**src/rtl/y86_pkg.sv**
```systemverilog
// Shared Y86 execute-stage constants: ALU function codes, branch/cmov condition
// selectors, condition-code bit positions and the condition-code reset value.
// Imported by alu_core and alu_cc_stage. No logic lives here.
package y86_pkg;

  // OPq function codes (low nibble of the instruction's first byte)
  localparam logic [3:0] ALU_ADD = 4'd0;
  localparam logic [3:0] ALU_SUB = 4'd1;
  localparam logic [3:0] ALU_AND = 4'd2;
  localparam logic [3:0] ALU_XOR = 4'd3;

  // jXX / cmovXX condition selectors
  localparam logic [2:0] C_ALWAYS = 3'd0;
  localparam logic [2:0] C_LE     = 3'd1;
  localparam logic [2:0] C_L      = 3'd2;
  localparam logic [2:0] C_E      = 3'd3;
  localparam logic [2:0] C_NE     = 3'd4;
  localparam logic [2:0] C_GE     = 3'd5;
  localparam logic [2:0] C_G      = 3'd6;
  localparam logic [2:0] C_NEVER  = 3'd7;

  // Bit positions inside the packed {ZF, SF, OF} condition-code register
  localparam int CC_ZF = 2;
  localparam int CC_SF = 1;
  localparam int CC_OF = 0;

  // Architectural reset state: ZF set, SF and OF clear
  localparam logic [2:0] CC_RESET = 3'b100;

  // True when ifun names one of the four implemented OPq operations
  function automatic logic ifun_is_valid(input logic [3:0] f);
    return (f == ALU_ADD) || (f == ALU_SUB) || (f == ALU_AND) || (f == ALU_XOR);
  endfunction

endpackage

```
**src/rtl/alu_core.sv**
```systemverilog
// Purpose: combinational Y86 OPq datapath (ADD/SUB/AND/XOR) with ZF/SF/OF flags.
// Latency: zero cycles, purely combinational.
// Backpressure: none; the enclosing stage owns all flow control.
// Ports: ifun (op select), val_a/val_b (signed operands), result, zf/sf/of,
//        invalid (ifun outside 0..3; result forced to zero, flags meaningless).
module alu_core
  import y86_pkg::*;
#(
  parameter int WIDTH = 64
) (
  input  logic [3:0]       ifun,
  input  logic [WIDTH-1:0] val_a,
  input  logic [WIDTH-1:0] val_b,
  output logic [WIDTH-1:0] result,
  output logic             zf,
  output logic             sf,
  output logic             of,
  output logic             invalid
);

  logic             is_sub;
  logic [WIDTH-1:0] addend;
  logic [WIDTH-1:0] sum;
  logic             arith_of;

  // ADD and SUB share one adder: SUB computes b + ~a + 1.
  assign is_sub = (ifun == ALU_SUB);
  assign addend = is_sub ? ~val_a : val_a;
  assign sum    = val_b + addend + {{(WIDTH-1){1'b0}}, is_sub};

  // Overflow when both adder inputs share a sign and the sum's sign differs.
  // With the inverted addend this covers the SUB rule (a, b of opposite sign
  // and result sign different from b) without a separate comparator.
  assign arith_of = (val_b[WIDTH-1] == addend[WIDTH-1]) &&
                    (sum[WIDTH-1] != val_b[WIDTH-1]);

  always_comb begin
    result  = '0;
    of      = 1'b0;
    invalid = 1'b0;
    case (ifun)
      ALU_ADD: begin
        result = sum;
        of     = arith_of;
      end
      ALU_SUB: begin
        result = sum;
        of     = arith_of;
      end
      ALU_AND: result = val_b & val_a;
      ALU_XOR: result = val_b ^ val_a;
      default: invalid = 1'b1;
    endcase
  end

  assign zf = (result == '0);
  assign sf = result[WIDTH-1];

endmodule

```
**src/rtl/alu_cc_stage.sv**
```systemverilog
// Purpose: registered Y86 execute stage: ALU result register, {ZF,SF,OF} register, cond eval.
// Latency: one cycle accept-to-out_valid; cc updates on the same accept edge.
// Backpressure: single-entry output register; in_ready = !out_valid | out_ready (no bubble).
// Ports: clk/reset (sync, active-high); in_valid/in_ready with ifun, val_a, val_b,
//        set_cc; out_valid/out_ready with val_e, err; cc (architectural codes);
//        cond_fn -> cond (combinational from the stored cc).
module alu_cc_stage
  import y86_pkg::*;
#(
  parameter int WIDTH = 64
) (
  input  logic             clk,
  input  logic             reset,
  input  logic             in_valid,
  output logic             in_ready,
  input  logic [3:0]       ifun,
  input  logic [WIDTH-1:0] val_a,
  input  logic [WIDTH-1:0] val_b,
  input  logic             set_cc,
  output logic             out_valid,
  input  logic             out_ready,
  output logic [WIDTH-1:0] val_e,
  output logic             err,
  output logic [2:0]       cc,
  input  logic [2:0]       cond_fn,
  output logic             cond
);

  logic [WIDTH-1:0] alu_result;
  logic             alu_zf;
  logic             alu_sf;
  logic             alu_of;
  logic             alu_invalid;
  logic             accept;
  logic             drain;
  logic [2:0]       next_flags;

  alu_core #(
    .WIDTH (WIDTH)
  ) u_alu_core (
    .ifun    (ifun),
    .val_a   (val_a),
    .val_b   (val_b),
    .result  (alu_result),
    .zf      (alu_zf),
    .sf      (alu_sf),
    .of      (alu_of),
    .invalid (alu_invalid)
  );

  // The reset term keeps in_ready high before the register has been cleared;
  // nothing is accepted while reset is asserted, since reset wins below.
  // in_valid never feeds in_ready, only out_ready does.
  assign in_ready = reset | ~out_valid | out_ready;
  assign accept   = in_valid & in_ready;
  assign drain    = out_valid & out_ready;

  always_comb begin
    next_flags        = 3'b000;
    next_flags[CC_ZF] = alu_zf;
    next_flags[CC_SF] = alu_sf;
    next_flags[CC_OF] = alu_of;
  end

  always_ff @(posedge clk) begin
    if (reset) begin
      out_valid <= 1'b0;
      val_e     <= '0;
      err       <= 1'b0;
      cc        <= CC_RESET;
    end else begin
      if (accept) begin
        // Accept overrides a simultaneous drain: the register refills and
        // out_valid stays high, giving one result per cycle under full flow.
        out_valid <= 1'b1;
        val_e     <= alu_result;
        err       <= alu_invalid;
        if (set_cc && !alu_invalid) begin
          cc <= next_flags;
        end
      end else if (drain) begin
        out_valid <= 1'b0;
      end
    end
  end

  // Branch / cmov condition from the committed codes
  always_comb begin
    logic lt;
    lt   = cc[CC_SF] ^ cc[CC_OF];
    cond = 1'b0;
    case (cond_fn)
      C_ALWAYS: cond = 1'b1;
      C_LE:     cond = lt | cc[CC_ZF];
      C_L:      cond = lt;
      C_E:      cond = cc[CC_ZF];
      C_NE:     cond = ~cc[CC_ZF];
      C_GE:     cond = ~lt;
      C_G:      cond = ~lt & ~cc[CC_ZF];
      default:  cond = 1'b0;
    endcase
  end

endmodule

```
**config.mk**
```make
export PLATFORM = sky130hd
export DESIGN_NAME = alu_cc_stage
export DESIGN_NICKNAME = d
export VERILOG_FILES = /design/src/rtl/y86_pkg.sv /design/src/rtl/alu_core.sv /design/src/rtl/alu_cc_stage.sv
export SDC_FILE = /design/constraint.sdc
export NUM_CORES = 1
export LEC_CHECK = 0
export ABC_AREA = 1
export CORE_MARGIN = 3
export CORE_UTILIZATION = 39
export DETAILED_ROUTE_END_ITERATION = 8
export PLACE_DENSITY_LB_ADDON = 0.25
export SYNTH_ARGS = -nofsm -noshare
export SYNTH_HDL_FRONTEND = slang
export SYNTH_SLANG_ARGS = --single-unit
```
**constraint.sdc**
```tcl
create_clock -name clk -period 9.7 [get_ports clk]
set_clock_uncertainty 0.1 [all_clocks]
set_input_delay 2.425 -clock clk [delete_from_list [all_inputs] [get_ports clk]]
set_output_delay 2.425 -clock clk [all_outputs]
set_load 0.02 [all_outputs]
```
After elaboration in Yosys (flattened, before gate mapping)

Cells that the tools add are included.

Reductions and logical operators: 9
Bitwise operators: 13
Add/sub/neg operators: 2
Muxes and demuxes: 7
Equality and inequality tests: 11

Operators by type and width:

| operator                                            | count |
|---|---|
| one-hot mux 64 bit (3 select lines)                 | 1 |
| adder 64 x 1 -> 64 bit                              | 1 |
| adder 64 bit                                        | 1 |
| bitwise AND 64 bit                                  | 1 |
| logical NOT 64 bit                                  | 1 |
| two-way mux 64 bit                                  | 1 |
| inverter 64 bit                                     | 1 |
| XOR 64 bit                                          | 1 |
| equality test 3 bit, second input constant          | 3 |
| equality test 4 x 2 -> 1 bit, second input constant | 2 |
| one-hot mux 1 bit (7 select lines)                  | 1 |
| equality test 3 x 2 -> 1 bit, second input constant | 2 |
| equality test 4 x 1 -> 1 bit, second input constant | 1 |
| logical NOT 4 bit                                   | 1 |
| two-way mux 1 bit                                   | 4 |
| OR reduction 4 bit                                  | 1 |
| bitwise AND 1 bit                                   | 3 |
| equality test 3 x 1 -> 1 bit, second input constant | 1 |
| logical NOT 3 bit                                   | 1 |
| inverter 1 bit                                      | 3 |
| OR 1 bit                                            | 3 |
| logical AND 1 bit                                   | 2 |
| AND reduction 2 bit                                 | 1 |
| nonzero test 2 bit                                  | 1 |
| 4 further kinds                                     | 4 |

Input port bits: 140
Bits in registers: 69

Logic depth before layout (Yosys ltp)

Word-level depth: 7
Mapped depth: 29
Mapped depth without buffers: 27

Hierarchy

A second synthesis with hierarchy kept.

Cells, all modules: 1,949
Area, all modules: 11,222.0 um^2

By module, submodules not included:

| module       | area an instance (um^2) | cells an instance | sequential area each (um^2) | times used |
|---|---|---|---|---|
| alu_core     | 8,652.0                 | 1,620             | 0.0                         | 1 |
| alu_cc_stage | 2,570.0                 | 329               | 1,381.3                     | 1 |

Worst setup path before layout

No wires, ideal clock.

Kind: input -> output
From: in cond_fn[1]
To: out cond
Cell stages on the path: 5
Required time: 7.175 ns
Arrival: 3.094 ns
Path slack: 4.081 ns
Path buffers: 0
Path through: inv_1 -> o21ai_0 -> nand2_1 -> inv_1 -> o21ai_0

Word-level cells in the longest chain between the ends: 2

Ends and longest elaborated chain:

| what                                        | RTL line           | RTL |
|---|---|---|
| start: declaration                          | alu_cc_stage.sv:25 | `input logic [2:0] cond_fn,` |
| equality test 3 bit (tied with other cells) | alu_cc_stage.sv:92 | `case (cond_fn)` |
| one-hot mux 1 bit (7 select lines) *        | alu_cc_stage.sv:92 |  |
| end: declaration                            | alu_cc_stage.sv:26 | `output logic cond` |

Mark *: on every way between the ends. The rest lies on a longest branch, timed or not.

Worst setup path after layout

From: in reset
To: out in_ready

Word-level cells in the longest chain between the ends: 2

Ends and longest elaborated chain:

| what                  | RTL line           | RTL |
|---|---|---|
| start: declaration    | alu_cc_stage.sv:13 | `input logic reset,` |
| OR 1 bit (2 in a row) | alu_cc_stage.sv:54 | `assign in_ready = reset \| ~out_valid \| out_ready;` |
| end: declaration      | alu_cc_stage.sv:15 | `output logic in_ready,` |

No other way between the ends.

==> key figures <==
Placement
  – GPL Wtd Cong: between 1 and 1.5
  – Post-DP Area: 0.0137 mm²
  – Detailed placer's ending HPWL: 40.5 mm
  – IO buf count: 210

Logic synthesis
  – Post-Syn Nets: 2201
  – Cells after synthesis: ~1900
  – Primary FF master, synth: dfxtp_1
  – Top-area cell type share of the netlist area: 0.157
  – Netlist cell types: 47
  – Sequential share of the synthesized area: 0.123
  – Yosys warnings: 0
  – Post-Syn Area: ~0.011 mm²
  – FF+latch count, synth: 69
  – Synth area leaders: nand2_1 (16%), ha_1 (15%), dfxtp_1 (12%)
  – Number of flops mapped to enable cells by yosys: 0
  – Synth area leader: nand2_1
  – Asr flop ratio synth: 0
  – Syn Area/Cell: just under 6 µm²

Routing
  – Starting DRT DRC Count: 1177
  – Routed vias/inst: 5.32
  – DR DRC count: 0
  – Routed len/inst: 19.5 µm
  – Vias: 13200
  – Pre-Repair DR Iteration Count: 5
  – Total wire length: 48.5 mm
  – Antenna-violating nets left: 0

Pwr
  – Peak VDD IR: 0.000125 V
  – Power density over cell area: 102 mW/mm²
  – Total power: 1.43 mW
  – LEAKAGE: ~7.0 nW

Status
  – Status: finished, final reports clean

Die
  – Die X: 176 µm
  – Core box area: 0.0281 mm²
  – I/O Pins: 211
  – Height of the die: 176 µm
  – Row count: between 60 and 70
  – DIE AREA: 0.0309 mm²
  – Initial Util: 0.401

Hold path
  – HP Class: flip-flop to flip-flop

Worst setup path
  – Critical Path Most Common Cell: clkdlybuf4s50_1
  – CP bufs+invs: 4
  – CP required: 7180 ps
  – Arr. time, crit path: about 4500 ps
  – CP Capture Type: output port
  – Critical path's slowest cell: clkdlybuf4s50_1
  – CP startpoint kind: primary input
  – Family with the most delay on the worst path: buffers and inverters
  – CP Class: primary input to output port
  – Worst-path fanout max: 40
  – Chain of cells forming the critical path: clkdlybuf4s50_1 -> buf_4 -> inv_2 -> nand3b_1 -> clkdlybuf4s50_1
  – CP max stage delay: roughly 640 ps

CTS
  – CTS Root Cell: clkbuf_16
  – Clock-pin transition on the worst setup and hold timing paths: approximately 50 ps
  – H-tree depth: 3
  – Post-cts hold buffer count: 0
  – Cts bufs inserted: 9
  – Cts repair resizes: 0
  – Post-CTS setup buffers: 0
  – CTS tree: done
  – Clk buf depth: 2
  – Clock sink count: between 60 and 70
  – Worst-Skew Late Latency: 320 ps

STA
  – Unrepaired setup endpoints after global routing: false
  – Slew @ Worst Pin: 926 ps
  – Final period util: 0.728
  – Fin crit period: 7060 ps
  – Final slew viol count: 0
  – Sum Neg Setup Slack: 0 ps
  – Fmax: 142 MHz
  – Final setup fails: 0
  – Final Hold Viols: 0
  – Max_slew headroom: 0.383

Cells and area
  – Fillers: 3068
  – Design area: 0.0140 mm²
  – Layout cells sized above 1: 0.0404
  – Synthesis-to-layout area growth: 24.6%
  – NumNets Final: roughly 2400
  – Diode count: 0

GRT
  – Vias in the first global route: between 10000 and 15000
  – Initial antenna violation count: 0
  – First-pass GRT wire length: 72.3 mm
  – Tot GR Track Use: 0.303
  – Pin count of the biggest net entering global routing: 69
  – Global route overflow: 0

Run
  – Max Cap Violations: 0
-- where the power goes --
part	internal (mW)	switching, mW	total (mW)
logic	0.277	0.481	0.757
clock network	0.239	0.119	0.359
registers	0.304	0.0124	0.316
total	0.819	0.612	1.43
-- worst reg2reg max path: stages, from the launching register on --
cell and delay (ps):
dfxtp_1 310, nand3b_1 170, nand2_1 80, buf_4 230, inv_2 520, buf_4 650, nand2_1 200, o211ai_1 130
inv_1 60
-- registers in the layout, indices dropped and copies added, names as in the netlist --
| register | flops |
|---|---|
| cc | 3 |
| out_valid | 1 |
| val_e | 64 |
| err | 1 |
-- cell families (layout without fill, tap and decap cells) --
group / count (synthesis) / count (layout) / share of synthesized area
AOI/OAI and AO/OA: 285 / 285 / 0.169
adders and majority gates: 140 / 140 / 0.156
DFF: 69 / 69 / 0.123
buffers and inverters: 409 / 592 / 0.140
and+or+nand+nor: 953 / 953 / 0.362
xor gates and xnor gates: 65 / 65 / 0.0506
-- Yosys cell counts, types with 2 or more instances --
cell type,number
a21boi_0,6
a21o_1,3
a21oi_1,77
a21oi_2,4
a31oi_1,2
a32o_1,56
and2_1,3
buf_1,8
buf_2,22
clkbuf_1,21
clkinv_1,4
dfxtp_1,69
ha_1,139
inv_1,346
inv_2,7
nand2_1,471
nand2_2,22
nand3_1,145
nand3_2,5
nand3b_1,17
nand4_1,24
nor2_1,231
nor2_2,15
nor2_4,2
nor3_1,10
o211ai_1,37
o21a_1,4
o21ai_0,74
o21ai_1,3
o21bai_1,14
xnor2_1,62
xor2_1,3
-- cells in the final DEF (no fill, tap or decap), types with 10 or more instances in the layout --
cell,count
nand3b_1,17
nand2_2,22
nand3_1,145
dfxtp_1,69
o21ai_0,74
o21bai_1,14
a21oi_1,77
nor2_2,13
nand2_1,470
nor3_1,10
xnor2_1,62
nand4_1,24
ha_1,139
inv_1,345
o211ai_1,37
a32o_1,56
nor2_1,231
clkdlybuf4s50_1,210
-- final timing paths --
check | start | endpoint | slack [ps] | depth (start not counted)
max | reset | in_ready | 2640 | 5
min | val_e[50] | val_e[50] | 400 | 2
max reg2reg | out_valid | val_e[0] | 7160 | 8
min reg2reg | val_e[50] | val_e[50] | 400 | 2
-- metal layers --
metal / vias to the layer above / GRT usage / share of wire
met5: - / 0 / 0
met2: 515 / 0.450 / 0.41
met4: 0 / 0.0495 / 0.012
met1: 6110 / 0.467 / 0.49
li1: 6555 / - / -
met3: 30 / 0.0432 / 0.083
-- metrics by stage --
step,util,hold slack (ps),setup WS [ps],instances
3_3_place_gp,0.487,382,2630,2466
2_1_floorplan,-,466,4080,1921
6_report,0.499,398,2640,2482
5_1_grt,0.499,424,2530,2482
4_1_cts,0.499,401,2650,2482
3_5_place_dp,0.487,388,2660,2466
-- cell type report --
class                      count  area, µm²  share of cell area
tap                          378        473              0.0337
sequential                    69       1380              0.0986
multi-input combinational   1443       8320               0.593
clock buffer                  11        253              0.0180
inverter                     357       1340              0.0956
clock inverter                 5       81.3             0.00580
timing repair buffer         219       2170               0.155
(Power assumes the default switching activity.)
==> RTL change 1, RTL diff (same flow settings) <==
`WIDTH` is set to 64 in 2 places; all go to 96.
--- a/src/rtl/alu_core.sv
+++ b/src/rtl/alu_core.sv
@@ -6,7 +6,7 @@
 module alu_core
   import y86_pkg::*;
 #(
-  parameter int WIDTH = 64
+  parameter int WIDTH = 96
 ) (
   input  logic [3:0]       ifun,
   input  logic [WIDTH-1:0] val_a,
--- a/src/rtl/alu_cc_stage.sv
+++ b/src/rtl/alu_cc_stage.sv
@@ -7,7 +7,7 @@
 module alu_cc_stage
   import y86_pkg::*;
 #(
-  parameter int WIDTH = 64
+  parameter int WIDTH = 96
 ) (
   input  logic             clk,
   input  logic             reset,
Interface: changed (resized val_a, val_b and val_e); port bits go from 211 to 307. No check against the original RTL was run, so the function may have changed too.
==> RTL change 1 against the original RTL <==
The flow now finishes with violations (DRC). Combinational power grew 64%. Largest power group unchanged. Global-route usage grew 2.4 points. First-iteration DRC count grew 71%. Via count grew 63%. Area after synthesis grew 61%. Worst setup slack lost 0.38 ns. Synthesized cell count grew 71%. Count of clock-buffer cells in the layout is the same. Routed wire length grew 72%. Total power grew 46%. Non-clock buffer count grew 98. Final area grew 57%. Sequential cell count grew 32.
==> RTL change 1: results (changes against the original RTL) <==
[status]
status = complete, but fails checks
failed_checks = DRC

[placed_design]
worst_setup_slack_after_placement_ns = 2.02  ; -0.634 ns
detailedPlacementHpwl_microns = 72400  ; +79%
numPortBuffers = 306  ; +46%
area_post_placement_sq_um = 21800  ; +59%
routabilityCongestion = 1.09  ; +6.3%

[route]
drt_pre_antenna_iters = 9  ; +4
via_count = 21581  ; +63%
post_route_m1_wl_microns = 36000  ; +51%
detailroute.wirelength.met2_microns = 36600  ; +83%
detailedRoute.firstIterationViolations = 2011  ; +71%
top_layer_used = met5
routedWlPerCell_microns = 20.1  ; +2.8%
wl_microns = 83300  ; +72%
post_route_drc_violation_count = 1  ; +1

[global_routing]
met2_global_route_usage_pct = 52.9  ; +7.9 points
global_route.usage.met1_pct = 43.6  ; -3.0 points
number_of_antenna_violations_at_the_first_check_in_global_routing = 1  ; +1

[worst_setup_path]
worst-r2r-cell-count = 16  ; +8
timing.setup.critical_path_class = in -> reg
critical_path_peak_fanout = 52  ; +30%
timing.reg2reg.setup_slack_ns = 7.14  ; -0.02 ns
critical_path.top_delay_family = simple AND/OR/NAND/NOR gates
crit_path_top_delay_cell = sky130_fd_sc_hd__nand2_4
timing.rr.end = cc[2]

[synth]
synth_cell_types = 37  ; -21%
synth-seq-area-share_pct = 11.2  ; -1.1 points
synth_commonest_cells = sky130_fd_sc_hd__nand2_1, sky130_fd_sc_hd__inv_1, sky130_fd_sc_hd__nor2_1

[pwr]
power_report.internal_total_uw = 1090  ; +33%
seq-power_uw = 462  ; +46%
p_switching_uw = 1000  ; +63%

[timing]
final.period_utilization_pct = 76.8  ; +4.0 points
slew_headroom_pct = 30.2  ; -8.1 points

[cells_and_area]
fraction_of_layout_instances_using_a_drive_strength_above_1_pct = 4.94  ; +0.90 points
nNetsFinal = 3939  ; +66%

[hold_path]
hold_path_startpoint = val_e[51]

[clock_network]
cts.reportedPaths.clkPinSlew_ns = 0.07  ; +0.02 ns

[RTL change 1: changes by cell type in the layout (fill, tap and decap cells not counted), sizes merged, moves of 32 or more]
cell,delta
inv,+344
xnor2,+34
dfxtp,+32
a21oi,+40
nand2,+566
clkdlybuf4s50,+96
a22o,+85
a32o,-56
nand3,+74
ha,+55
nor2,+101
[RTL change 1: area by class of cell]
cell class | count | share of cell area [%]
multi-input combinational | 2406 | 59.7
timing repair buffer | 317 | 14.3
clock inverter | 5 | 0.301
inverter | 705 | 12.0
clock buffer | 11 | 1.10
sequential | 101 | 9.16
tap | 600 | 3.40
[RTL change 1: cells by family (layout without fill, tap and decap cells)]
logic type / Yosys count / in the layout / synth area share [%]
buf+inv: 774 / 1038 / 16.2
xor+xnor: 99 / 99 / 4.79
simple gates: 1736 / 1736 / 41.0
flops: 101 / 101 / 11.2
compound gates: 376 / 376 / 13.4
fa+ha+maj: 195 / 195 / 13.5
==> RTL change 2, RTL diff (same settings) <==
Without the edit above. Reset style: asynchronous (`reset`), changed in one clocked block.
--- a/src/rtl/alu_cc_stage.sv
+++ b/src/rtl/alu_cc_stage.sv
@@ -62,7 +62,7 @@
     next_flags[CC_OF] = alu_of;
   end
 
-  always_ff @(posedge clk) begin
+  always_ff @(posedge clk or posedge reset) begin
     if (reset) begin
       out_valid <= 1'b0;
       val_e     <= '0;
Check against the original RTL: differs if reset is asserted again (counterexample within 4 cycles, from zero or initial values and one cycle with reset high); with reset held inactive, the same outputs for 4 cycles.
==> RTL change 2 against the original RTL <==
Area after synthesis down 2.1%. Worst hold slack worse by 0.019 ns. Critical endpoint is now cc[2]. Worst setup slack better by 0.21 ns. Final cell count down 4.3%. Total power up 3.1%. Sequential cell count unchanged. Critical path type is now in -> reg. Routed wire length down 5.2%. Register-to-register slack worse by 0.51 ns. Final area down 1.6%.
==> RTL change 2: results (changes against the original RTL) <==
[status]
status = finished clean

[pwr]
ir_drop_mv = 0.0812  ; -35%
power_report.internal_total_uw = 840  ; +2.5%
static-leakage-power_uw = 0.00667  ; -4.3%

[placed_design]
worst_setup_slack_after_placement_ns = 2.67  ; +0.00810 ns
routabilityCongestion = 0.988  ; -3.4%
area_post_placement_sq_um = 13500  ; -1.5%
detailedPlacementHpwl_microns = 38800  ; -4.2%

[worst_setup_path]
worst-r2r-cell-count = 20  ; +12
regToRegStartpoint = out_valid
worst_path_arrival_ns = 7.03  ; +2.49 ns
timing.reg2reg.setup_slack_ns = 6.65  ; -0.51 ns
setup.worst_path.start = ifun[1]

[timing]
hold_ws_ns = 0.379  ; -0.0187 ns
worst_pin_slew_ns = 1.12  ; +0.190 ns

[global_routing]
grt_pass1_vias = 11907  ; -3.2%
number_of_antenna_violations_at_the_first_check_in_global_routing = 1  ; +1
globalRouteTotalUtil_pct = 29.2  ; -1.1 points
largest_net_degree_at_the_start_of_global_routing = 77  ; +12%

[synth]
dominantRegCellSynth = sky130_fd_sc_hd__dfrtp_1
synth_nets = 2089  ; -5.1%
synth.area.top_cells = sky130_fd_sc_hd__nand2_1, sky130_fd_sc_hd__ha_1, sky130_fd_sc_hd__dfrtp_1
synth-seq-area-share_pct = 15.7  ; +3.4 points
synth_commonest_cells = sky130_fd_sc_hd__nand2_1, sky130_fd_sc_hd__inv_1, sky130_fd_sc_hd__nor2_1
async_set_or_reset_flop_fraction_in_the_synthesized_netlist_pct = 100  ; +100 points
synth_cell_types = 41  ; -13%

[cells_and_area]
clkCellAreaFrac_pct = 2.27  ; -0.12 points
nNetsFinal = 2279  ; -4.2%
fraction_of_layout_instances_using_a_drive_strength_above_1_pct = 5.09  ; +1.0 points
buffers = 217  ; -0.91%
nMultiInputCombCells = 1423  ; -1.4%
non_clock_buffer_area_share_pct = 15.6  ; +0.14 points
ff_latch_area_sq_um = 1730  ; +25%
clockBufferCount = 13  ; +2
count_of_fill_cells_added_during_filler_insertion = 2934  ; -4.4%

[die]
fp-row-count = 60  ; -1.6%

[route]
via_per_inst = 5.35  ; +0.59%
detailedRoute.firstIterationViolations = 1298  ; +10%
wl_microns = 46000  ; -5.2%

[hold_path]
hold_path_startpoint = val_e[2]

[RTL change 2: power by group through the flow]
stage	Clock [uW]	Sequential (uW)	Combinational [uW]
after floorplan	0	383	425
after global placement	0	346	774
after detailed placement	0	347	777
after CTS	344	342	782
after global routing	353	346	868
final	337	342	795
[RTL change 2: worst max path at each step]
| stage | endpoint | slack, ns | cells past startpoint |
|---|---|---|---|
| after detailed placement | cc[2] | 2.67 | 20 |
| after CTS | in_ready | 2.80 | 5 |
| after floorplan | in_ready | 2.82 | 2 |
| final | cc[2] | 2.84 | 20 |
| after global placement | cc[2] | 2.63 | 20 |
| after global routing | cc[2] | 2.52 | 20 |
[RTL change 2: metal layers]
metal  vias up  track usage (%)  routed length, microns
li1       6226                -                       -
met1      5921             45.2                   22700
met2       520             43.3                   19000
met3        51             3.63                    3450
met4         2             5.76                     812
met5         -                0                      14
[RTL change 2: worst max-delay path: cells and delay by family]
| kind | cells | cell delay [ns] |
|---|---|---|
| buf+inv | 2 | 1.17 |
| fa+ha+maj | 1 | 0.40 |
| simple gates | 12 | 1.84 |
| xor+xnor | 1 | 0.13 |
| compound gates | 4 | 0.95 |
[RTL change 2: metrics by stage]
| stage | utilization [%] | cells |
|---|---|---|
| after floorplan | - | 1809 |
| after global placement | 49.3 | 2360 |
| after detailed placement | 49.3 | 2360 |
| after CTS | 50.5 | 2376 |
| after global routing | 50.5 | 2376 |
| final | 50.5 | 2376 |
[RTL change 2: logic make-up (layout without fill, tap and decap cells)]
family	after synthesis	in the layout	share of synthesized area, %
AO/OA/AOI/OAI	261	261	14.9
XOR/XNOR	69	69	5.49
adder cells (fa/ha/maj)	140	140	16.0
buffers and inverters	317	512	11.0
flip-flops	69	69	15.7
AND/OR/NAND/NOR	953	953	36.9
